<file path="config.mk">
export PLATFORM = sky130hd
export DESIGN_NAME = imm_gen_pipe_flat
export DESIGN_NICKNAME = d
export VERILOG_FILES = /design/src/rtl/imm_gen_pipe_if.sv /design/src/rtl/imm_gen_pipe.sv /design/src/flat_wrapper.sv
export SDC_FILE = /design/constraint.sdc
export NUM_CORES = 1
export LEC_CHECK = 0
export ABC_AREA = 1
export CORE_ASPECT_RATIO = 1.1
export CORE_MARGIN = 10
export CORE_UTILIZATION = 41
export CTS_CLUSTER_SIZE = 8
export DETAILED_ROUTE_END_ITERATION = 12
export PLACE_DENSITY = 0.82
export SLEW_MARGIN = 40
export SYNTH_ARGS = -nofsm -noshare
export SYNTH_HDL_FRONTEND = slang
export SYNTH_SLANG_ARGS = --single-unit
export TNS_END_PERCENT = 100
</file>
<file path="constraint.sdc">
create_clock -name clock -period 1.31 [get_ports clock]
set_input_delay 0.262 -clock clock [delete_from_list [all_inputs] [get_ports clock]]
set_output_delay 0.262 -clock clock [all_outputs]
set_load 0.01 [all_outputs]
</file>
<file path="src/rtl/imm_gen_pipe_if.sv">
// imm_gen_pipe_if: instruction-in / immediate-out stream bundle for imm_gen_pipe.
//   in_valid, in_ready, in_instruction[31:0]        : instruction stream (producer -> block)
//   out_valid, out_ready, out_imm[XLEN-1:0],
//   out_fmt[2:0], out_illegal                       : decoded immediate stream (block -> consumer)
// Modports: master = fetch/consumer side (testbench), slave = imm_gen_pipe.
interface imm_gen_pipe_if #(
   parameter int unsigned XLEN = 64
) ();
   logic            in_valid;
   logic            in_ready;
   logic [31:0]     in_instruction;
   logic            out_valid;
   logic            out_ready;
   logic [XLEN-1:0] out_imm;
   logic [2:0]      out_fmt;
   logic            out_illegal;

   modport master (
      output in_valid, in_instruction, out_ready,
      input  in_ready, out_valid, out_imm, out_fmt, out_illegal
   );

   modport slave (
      input  in_valid, in_instruction, out_ready,
      output in_ready, out_valid, out_imm, out_fmt, out_illegal
   );
endinterface

</file>
<file path="src/rtl/imm_gen_pipe.sv">
// imm_gen_pipe: pipelined RV immediate generator with a 2-entry (output + skid) buffer.
//   clock, reset   : system clock, synchronous active-high reset
//   bus (slave)    : in_valid/in_ready/in_instruction in, out_valid/out_ready/out_imm/
//                    out_fmt/out_illegal out; one instruction per cycle, 1-cycle latency
//   stall_count    : 32-bit saturating count of out_valid && !out_ready cycles,
//                    present only when IMM_GEN_STALL_CNT_EN is defined
// XLEN must be 32 or 64.
module imm_gen_pipe #(
   parameter int unsigned XLEN = 64
) (
   input  logic          clock,
   input  logic          reset,
   imm_gen_pipe_if.slave bus
`ifdef IMM_GEN_STALL_CNT_EN
   ,
   output logic [31:0]   stall_count
`endif
);

   localparam int unsigned FMT_W = 3;
   localparam int unsigned OPC_W = 7;

   localparam logic [FMT_W-1:0] FMT_I    = 3'd0;
   localparam logic [FMT_W-1:0] FMT_S    = 3'd1;
   localparam logic [FMT_W-1:0] FMT_B    = 3'd2;
   localparam logic [FMT_W-1:0] FMT_U    = 3'd3;
   localparam logic [FMT_W-1:0] FMT_J    = 3'd4;
   localparam logic [FMT_W-1:0] FMT_NONE = 3'd5;

   localparam logic [OPC_W-1:0] OP_LOAD   = 7'b0000011;
   localparam logic [OPC_W-1:0] OP_IMM    = 7'b0010011;
   localparam logic [OPC_W-1:0] OP_JALR   = 7'b1100111;
   localparam logic [OPC_W-1:0] OP_SYSTEM = 7'b1110011;
   localparam logic [OPC_W-1:0] OP_IMM32  = 7'b0011011;
   localparam logic [OPC_W-1:0] OP_STORE  = 7'b0100011;
   localparam logic [OPC_W-1:0] OP_BRANCH = 7'b1100011;
   localparam logic [OPC_W-1:0] OP_LUI    = 7'b0110111;
   localparam logic [OPC_W-1:0] OP_AUIPC  = 7'b0010111;
   localparam logic [OPC_W-1:0] OP_JAL    = 7'b1101111;

   if (XLEN != 32 && XLEN != 64) begin : g_bad_xlen
      $error("imm_gen_pipe: XLEN must be 32 or 64");
   end

   typedef struct packed {
      logic [XLEN-1:0]  imm;
      logic [FMT_W-1:0] fmt;
      logic             illegal;
   } entry_t;

   entry_t      dec;
   logic [31:0] imm32;
   logic [31:0] inst;

   entry_t out_q, out_d;
   entry_t skid_q, skid_d;
   logic   out_valid_q, out_valid_d;
   logic   skid_valid_q, skid_valid_d;
   logic   rdy_q, rdy_d;
   logic   accept;

   assign inst = bus.in_instruction;

   // Opcode decode and 32-bit immediate assembly, then sign-extension to XLEN.
   always_comb begin
      imm32       = '0;
      dec         = '0;
      dec.fmt     = FMT_NONE;
      dec.illegal = 1'b1;
      case (inst[OPC_W-1:0])
         OP_LOAD, OP_IMM, OP_JALR, OP_SYSTEM: begin
            imm32       = {{20{inst[31]}}, inst[31:20]};
            dec.fmt     = FMT_I;
            dec.illegal = 1'b0;
         end
         OP_IMM32: begin
            // W-form immediates only exist on RV64.
            if (XLEN == 64) begin
               imm32       = {{20{inst[31]}}, inst[31:20]};
               dec.fmt     = FMT_I;
               dec.illegal = 1'b0;
            end
         end
         OP_STORE: begin
            imm32       = {{20{inst[31]}}, inst[31:25], inst[11:7]};
            dec.fmt     = FMT_S;
            dec.illegal = 1'b0;
         end
         OP_BRANCH: begin
            imm32       = {{19{inst[31]}}, inst[31], inst[7], inst[30:25], inst[11:8], 1'b0};
            dec.fmt     = FMT_B;
            dec.illegal = 1'b0;
         end
         OP_LUI, OP_AUIPC: begin
            imm32       = {inst[31:12], 12'b0};
            dec.fmt     = FMT_U;
            dec.illegal = 1'b0;
         end
         OP_JAL: begin
            imm32       = {{11{inst[31]}}, inst[31], inst[19:12], inst[20], inst[30:21], 1'b0};
            dec.fmt     = FMT_J;
            dec.illegal = 1'b0;
         end
         default: begin
            imm32 = '0;
         end
      endcase
      dec.imm = XLEN'($signed(imm32));
   end

   // in_ready is a flop, so a full skid is only visible to the producer one cycle later;
   // the skid entry absorbs the instruction accepted in that cycle.
   assign accept = bus.in_valid && rdy_q;

   // Next-state for output register, skid register and ready flop.
   always_comb begin
      out_d        = out_q;
      out_valid_d  = out_valid_q;
      skid_d       = skid_q;
      skid_valid_d = skid_valid_q;
      if (skid_valid_q) begin
         // in_ready is low here, so no new entry can arrive this cycle.
         if (bus.out_ready) begin
            out_d        = skid_q;
            skid_valid_d = 1'b0;
         end
      end else if (accept) begin
         if (!out_valid_q || bus.out_ready) begin
            out_d       = dec;
            out_valid_d = 1'b1;
         end else begin
            skid_d       = dec;
            skid_valid_d = 1'b1;
         end
      end else if (bus.out_ready) begin
         out_valid_d = 1'b0;
      end
      rdy_d = !skid_valid_d;
   end

   // Pipeline state registers.
   always_ff @(posedge clock) begin
      if (reset) begin
         out_q        <= '0;
         out_valid_q  <= 1'b0;
         skid_q       <= '0;
         skid_valid_q <= 1'b0;
         rdy_q        <= 1'b0;
      end else begin
         out_q        <= out_d;
         out_valid_q  <= out_valid_d;
         skid_q       <= skid_d;
         skid_valid_q <= skid_valid_d;
         rdy_q        <= rdy_d;
      end
   end

   assign bus.in_ready    = rdy_q;
   assign bus.out_valid   = out_valid_q;
   assign bus.out_imm     = out_q.imm;
   assign bus.out_fmt     = out_q.fmt;
   assign bus.out_illegal = out_q.illegal;

`ifdef IMM_GEN_STALL_CNT_EN
   logic [31:0] stall_q;

   // Saturating count of cycles the consumer held off a valid output.
   always_ff @(posedge clock) begin
      if (reset) begin
         stall_q <= '0;
      end else if (out_valid_q && !bus.out_ready && stall_q != 32'hFFFF_FFFF) begin
         stall_q <= stall_q + 32'd1;
      end
   end

   assign stall_count = stall_q;
`endif

endmodule

</file>
<file path="src/flat_wrapper.sv">
// flat-port wrapper written by rule: the top's interface ports become plain ports
module imm_gen_pipe_flat 
#(
   parameter int unsigned XLEN = 64
)
  (clock, reset, bus_in_valid, bus_in_instruction, bus_out_ready, bus_in_ready, bus_out_valid, bus_out_imm, bus_out_fmt, bus_out_illegal);
  imm_gen_pipe_if #(.XLEN(XLEN)) bus_i ();
  input  logic clock;
  input  logic reset;
  input wire logic [$bits(bus_i.in_valid)-1:0] bus_in_valid;
  input wire logic [$bits(bus_i.in_instruction)-1:0] bus_in_instruction;
  input wire logic [$bits(bus_i.out_ready)-1:0] bus_out_ready;
  output wire logic [$bits(bus_i.in_ready)-1:0] bus_in_ready;
  output wire logic [$bits(bus_i.out_valid)-1:0] bus_out_valid;
  output wire logic [$bits(bus_i.out_imm)-1:0] bus_out_imm;
  output wire logic [$bits(bus_i.out_fmt)-1:0] bus_out_fmt;
  output wire logic [$bits(bus_i.out_illegal)-1:0] bus_out_illegal;
  assign bus_i.in_valid = bus_in_valid;
  assign bus_i.in_instruction = bus_in_instruction;
  assign bus_i.out_ready = bus_out_ready;
  assign bus_in_ready = bus_i.in_ready;
  assign bus_out_valid = bus_i.out_valid;
  assign bus_out_imm = bus_i.out_imm;
  assign bus_out_fmt = bus_i.out_fmt;
  assign bus_out_illegal = bus_i.out_illegal;
  imm_gen_pipe #(.XLEN(XLEN)) u_core (.clock(clock), .reset(reset), .bus(bus_i));
endmodule
</file>
; ---- Word-level counts from Yosys, hierarchy flattened
; Index checks and enable logic that the tools add are counted.
; W data, S select, Z words.
[op_classes]
eq_ne = 12
muxes = 13
bitwise = 2
n_reduce_logical = 12
[op_table]
columns = op, count
row1 = $mux W68, 4
row2 = $pmux W32 S5, 1
row3 = $eq A7 B7 Y1 const B, 4
row4 = $eq A7 B5 Y1 const B, 3
row5 = $pmux W4 S5, 1
row6 = $eq A7 B6 Y1 const B, 2
row7 = $reduce_and A3 Y1, 3
row8 = $eq A7 B2 Y1 const B, 1
row9 = $mux W1, 7
row10 = $reduce_bool A2 Y1, 3
row11 = $reduce_or A5 Y1, 1
row12 = $ne A2 B2 Y1 const B, 2
row13 = $logic_not A1 Y1, 2
row14 = $not A1 Y1, 2
row15 = $reduce_or A2 Y1, 1
row16 = $logic_and A1 B1 Y1, 1
row17 = $logic_or A1 B1 Y1, 1
[word_totals]
ff_bits = 107
word_cells = 48

; ---- Longest topological paths before layout
[depth]
ltp_word = 6
ltp_mapped = 11

; ---- Worst setup path after synthesis
; OpenSTA, ideal clock, no wires.
[synth_path]
path_kind = reg2out
start = register u_core.bus.out_imm[62] (netlist name)
end = output bus_out_imm[32]
arrival_ns = 1.107
required_ns = 1.048
path_slack_ns = -0.059
path_stages_with_launch = 2
cell_sequence = dfxtp_1 > buf_4
[synth_rtl]
columns = element, line_no
row1 = end: declaration, flat_wrapper.sv:15  ; output wire logic [$bits(bus_i.out_imm)-1:0] bus_out_imm;

; ---- Worst setup path in the final report
[layout_path]
start = input bus_in_instruction[5]
end = register u_core.out_q (netlist bit u_core.bus.out_imm[16])
[layout_between]
elab_chain_cells = 6
word_cells_on_any_way = 16
cone_classes = 10 x eq/ne / 4 x mux / 2 x reduce/logical
[layout_lines]
columns = element, line_no
row1 = start: declaration, flat_wrapper.sv:11  ; input wire logic [$bits(bus_i.in_instruction)-1:0] bus_in_instruction;
row2 = "$eq A7 B2 Y1, or another cell as far along", imm_gen_pipe.sv:70  ; case (inst[OPC_W-1:0])
row3 = $reduce_or A5 Y1 (no source line) or $reduce_or A2 Y1 (tied branches), --
row4 = $pmux W32 S5 *, imm_gen_pipe.sv:70
row5 = $mux W68 *, imm_gen_pipe.sv:128  ; if (!out_valid_q || bus.out_ready) begin
row6 = $mux W68 *, imm_gen_pipe.sv:127  ; end else if (accept) begin
row7 = $mux W68 *, imm_gen_pipe.sv:121  ; if (skid_valid_q) begin
row8 = end signal: assignment, imm_gen_pipe.sv:150  ; out_q <= out_d;
row9 = end: declaration, imm_gen_pipe.sv:55  ; entry_t out_q, out_d;
; Mark *: on every way between the ends. The rest lies on a longest branch, timed or not. The select of a mux whose other input is x is not followed.
; A chain may end at the register's enable or synchronous reset.

==> flow_summary.yaml <==
global_routing:
  grt.total_usage_pct: 25.8
  grt.overflow.total: 0
  antenna_found_initial: 0
  grt_max_degree: 39
  grt_pass1_vias: 5187
  grt_pass1_wl_um: 28200
logic_synthesis:
  post-synth-top-count-cell: "nor2_1"
  synth_top_area_share_pct: 39.1
  synth_common_cells: "nor2_1, a21oi_1, nand2_1"
  yosysSeqAreaShare_pct: 39.1
  synthTopCellsByArea: "dfxtp_1, a21oi_1, nor2_1"
  synth_top_area_cell: "dfxtp_1"
  synthesis.area_mm2: 0.00384
  async_flop_share_pct: 0
  synth_nets: 611
  syn_area_per_cell_um2: 6.68
  synth_ff_type: "dfxtp_1"
  ys_warn_count: 0
  ys_ff_latch: 75
  ys_types: 23
  postSynthCellCount: 575
  synth_edf_count: 0
timing:
  relSlewSlack_pct: 44.8
  final_hold_viol_count: 0
  worstMarginPinSlew_ps: 829
  fmax_mhz: 619
  fin_worst_skew_ps: 12.1
  finalCritPeriodShare_pct: 123
  layout_setup_ws_ps: -307
  setup_viol: 108
  layout_min_cycle_time_ps: 1620
  finalMaxSlewViolations: 0
  rsz0062_at_grt: "true"
cts:
  cts.sinks: 75
  clock_latency_ps: 380
  cts-buffers-inserted: 9
  clockBufferDepth: 2
  clk_pin_slew_worst_paths_ps: 90
  cts_tree: "done"
  htree_levels: 3
  postCtsHoldBufs: 0
  cts_root_buffer: "clkbuf_8"
critical_path:
  cp-start-kind: "input pin"
  r2r_start: "u_core.skid_valid_q$_SDFF_PP0_"
  critPathKind: "in -> reg"
  cp.required_ps: 1610
  crit_arrival_ps: 1920
  cp-end-kind: "register"
  r2r-end: "u_core.bus.out_imm[16]$_SDFFE_PP0P_"
  path_max_fanout: 7
  reg2reg_slack_ps: -260
  crit_start: "bus_in_instruction[5]"
  rr_worst_depth: 9
floorplan:
  core_mm2: 0.00901
  fp-row-count: 36
  ioPinCount: 106
  initial_core_util_pct: 42.6
  die_w_um: 112
  dieArea_mm2: 0.0136
  die_h_um: 122
placement:
  io_buffers: 105
  gp_congestion: 0.969
  dpl_cell_area_mm2: 0.00505
  hpwl_um: 8450
drt:
  route.vias.total: 5215
  postRouteAntennaNets: 0
  avgViaCountPerCell: 6.25
  wl_per_cell_um: 24.9
  dr.pass1.iters: 9
  drt_wl_total_um: 20700
  drtIter0Drc: 881
  drc: 0
power:
  ir_drop_v: 0.000665
  leakagePower_uw: 0.00319
  power_density_mw_per_mm2: 912
worst_hold_path:
  hp-start: "bus_in_valid"
  min_to: "u_core.bus.out_valid$_SDFFE_PP0P_"
  hold_path_class: "in -> reg"
  whs_path_depth: 3
layout:
  nFillCells: 464
  drive_above_1_share_pct: 48.6
  fin_area_mm2: 0.00704
  area_growth_pct: 83.3
  final_nets: 751
  post-route-util_pct: 78.2
  diodes: 0
status:
  status: "complete, but fails checks"
  violations: "setup timing"
flow_run:
  cap_violations: 0
==> worst max-delay path by stage <==
| stage | end | slack [ps] | depth (start not counted) |
|---|---|---|---|
| 2_1_floorplan | u_core.skid_q[17]$_SDFFE_PP0P_ | -30 | 6 |
| 3_3_place_gp | u_core.bus.out_imm[26]$_SDFFE_PP0P_ | -580 | 12 |
| 3_5_place_dp | u_core.skid_q[17]$_SDFFE_PP0P_ | -680 | 11 |
| 4_1_cts | u_core.skid_q[19]$_SDFFE_PP0P_ | -160 | 11 |
| 5_1_grt | u_core.bus.out_imm[16]$_SDFFE_PP0P_ | -460 | 13 |
| 6_report | u_core.bus.out_imm[16]$_SDFFE_PP0P_ | -310 | 13 |
==> power breakdown <==
| part | internal [µW] | switching, µW | leakage [µW] |
|---|---|---|---|
| registers | 2380 | 93.3 | 0.000614 |
| clock network | 1470 | 1010 | 0.000131 |
| logic | 722 | 751 | 0.00245 |
| total | 4570 | 1850 | 0.00319 |
==> worst max-delay path, stage by stage <==
cell and delay (ps):
clkdlybuf4s15_2 210, inv_2 60, nor2_4 120, nand2_1 90, nor2_2 210, nor2_4 90, nand2_4 80, nand2_4 80
buf_6 130, buf_12 130, nand2_1 100, nand2_1 150, a21oi_2 200
==> per-layer routing <==
| metal | vias up | routed length, µm | track usage [%] |
|---|---|---|---|
| li1 | 2109 | - | - |
| met5 | - | 0 | 0 |
| met1 | 2387 | 6860 | 28.2 |
| met4 | 0 | 1880 | 16.0 |
| met2 | 521 | 9400 | 42.5 |
| met3 | 198 | 2600 | 8.51 |
==> per-stage QoR <==
step | std cells | setup WS, ps | TNS, ps | hold slack [ps] | total power (µW)
2_1_floorplan | 575 | -26.6 | -106 | 403 | 2950
3_3_place_gp | 774 | -584 | -37800 | 477 | 3440
3_5_place_dp | 774 | -683 | -41900 | 495 | 3450
4_1_cts | 830 | -160 | -5160 | 398 | 5990
5_1_grt | 834 | -464 | -19240 | 380 | 6550
6_report | 834 | -307 | -13980 | 369 | 6420
==> final cells by class <==
type / instances / area, µm² / share of cell area (%)
inverters: 59 / 244 / 3.47
well taps: 114 / 143 / 2.03
flip-flops and latches: 75 / 1510 / 21.5
repair buffers: 195 / 2310 / 32.8
multi-input cells: 375 / 2570 / 36.5
clock inverters: 6 / 138 / 1.95
clock buffers: 10 / 128 / 1.81
==> sequential cells by signal, summed over array words and instances, names as in the netlist <==
register and cells:
u_core.bus.in_ready 1, u_core.bus.out_fmt 3, u_core.bus.out_illegal 1, u_core.bus.out_imm 32, u_core.bus.out_valid 1, u_core.skid_q 36, u_core.skid_valid_q 1
==> cells by family after synthesis <==
family | after synthesis | share of synthesized area, %
DFF | 75 | 39.1
and+or+nand+nor | 206 | 22.1
buffers and inverters | 125 | 16.3
AOI/OAI and AO/OA | 169 | 22.5
==> timing repair <==
item | in CTS | in global routing
gates cloned | 18 | 1
pin swaps | 61 | 33
setup buffers | 22 | 7
setup endpoints to repair | 142 | 123
resized for setup | 402 | 181
==> cells in the final DEF (no fill, tap or decap), types with 4 or more instances in the layout <==
cell type / synthesis / layout
buf_16: 0 / 15
nand3_1: 15 / 11
buf_4: 34 / 45
dfxtp_2: 0 / 5
inv_1: 54 / 48
o21ai_2: 0 / 45
inv_2: 5 / 8
o21ai_0: 56 / 11
bufinv_16: 0 / 4
dlygate4sd2_1: 0 / 24
a21oi_4: 0 / 10
dfxtp_1: 75 / 69
buf_12: 0 / 18
nor2_1: 93 / 47
nand2_4: 1 / 4
buf_6: 2 / 42
nand2_1: 83 / 69
a21oi_1: 90 / 31
nand2_2: 5 / 16
clkdlybuf4s50_1: 0 / 26
a21oi_2: 1 / 50
clkdlybuf4s15_1: 0 / 14
o21ai_4: 0 / 5
nor2_2: 4 / 23
nor2_4: 0 / 27
clkbuf_8: 0 / 9
o21ai_1: 21 / 16
No activity file was read; power rests on OpenSTA's default activity.
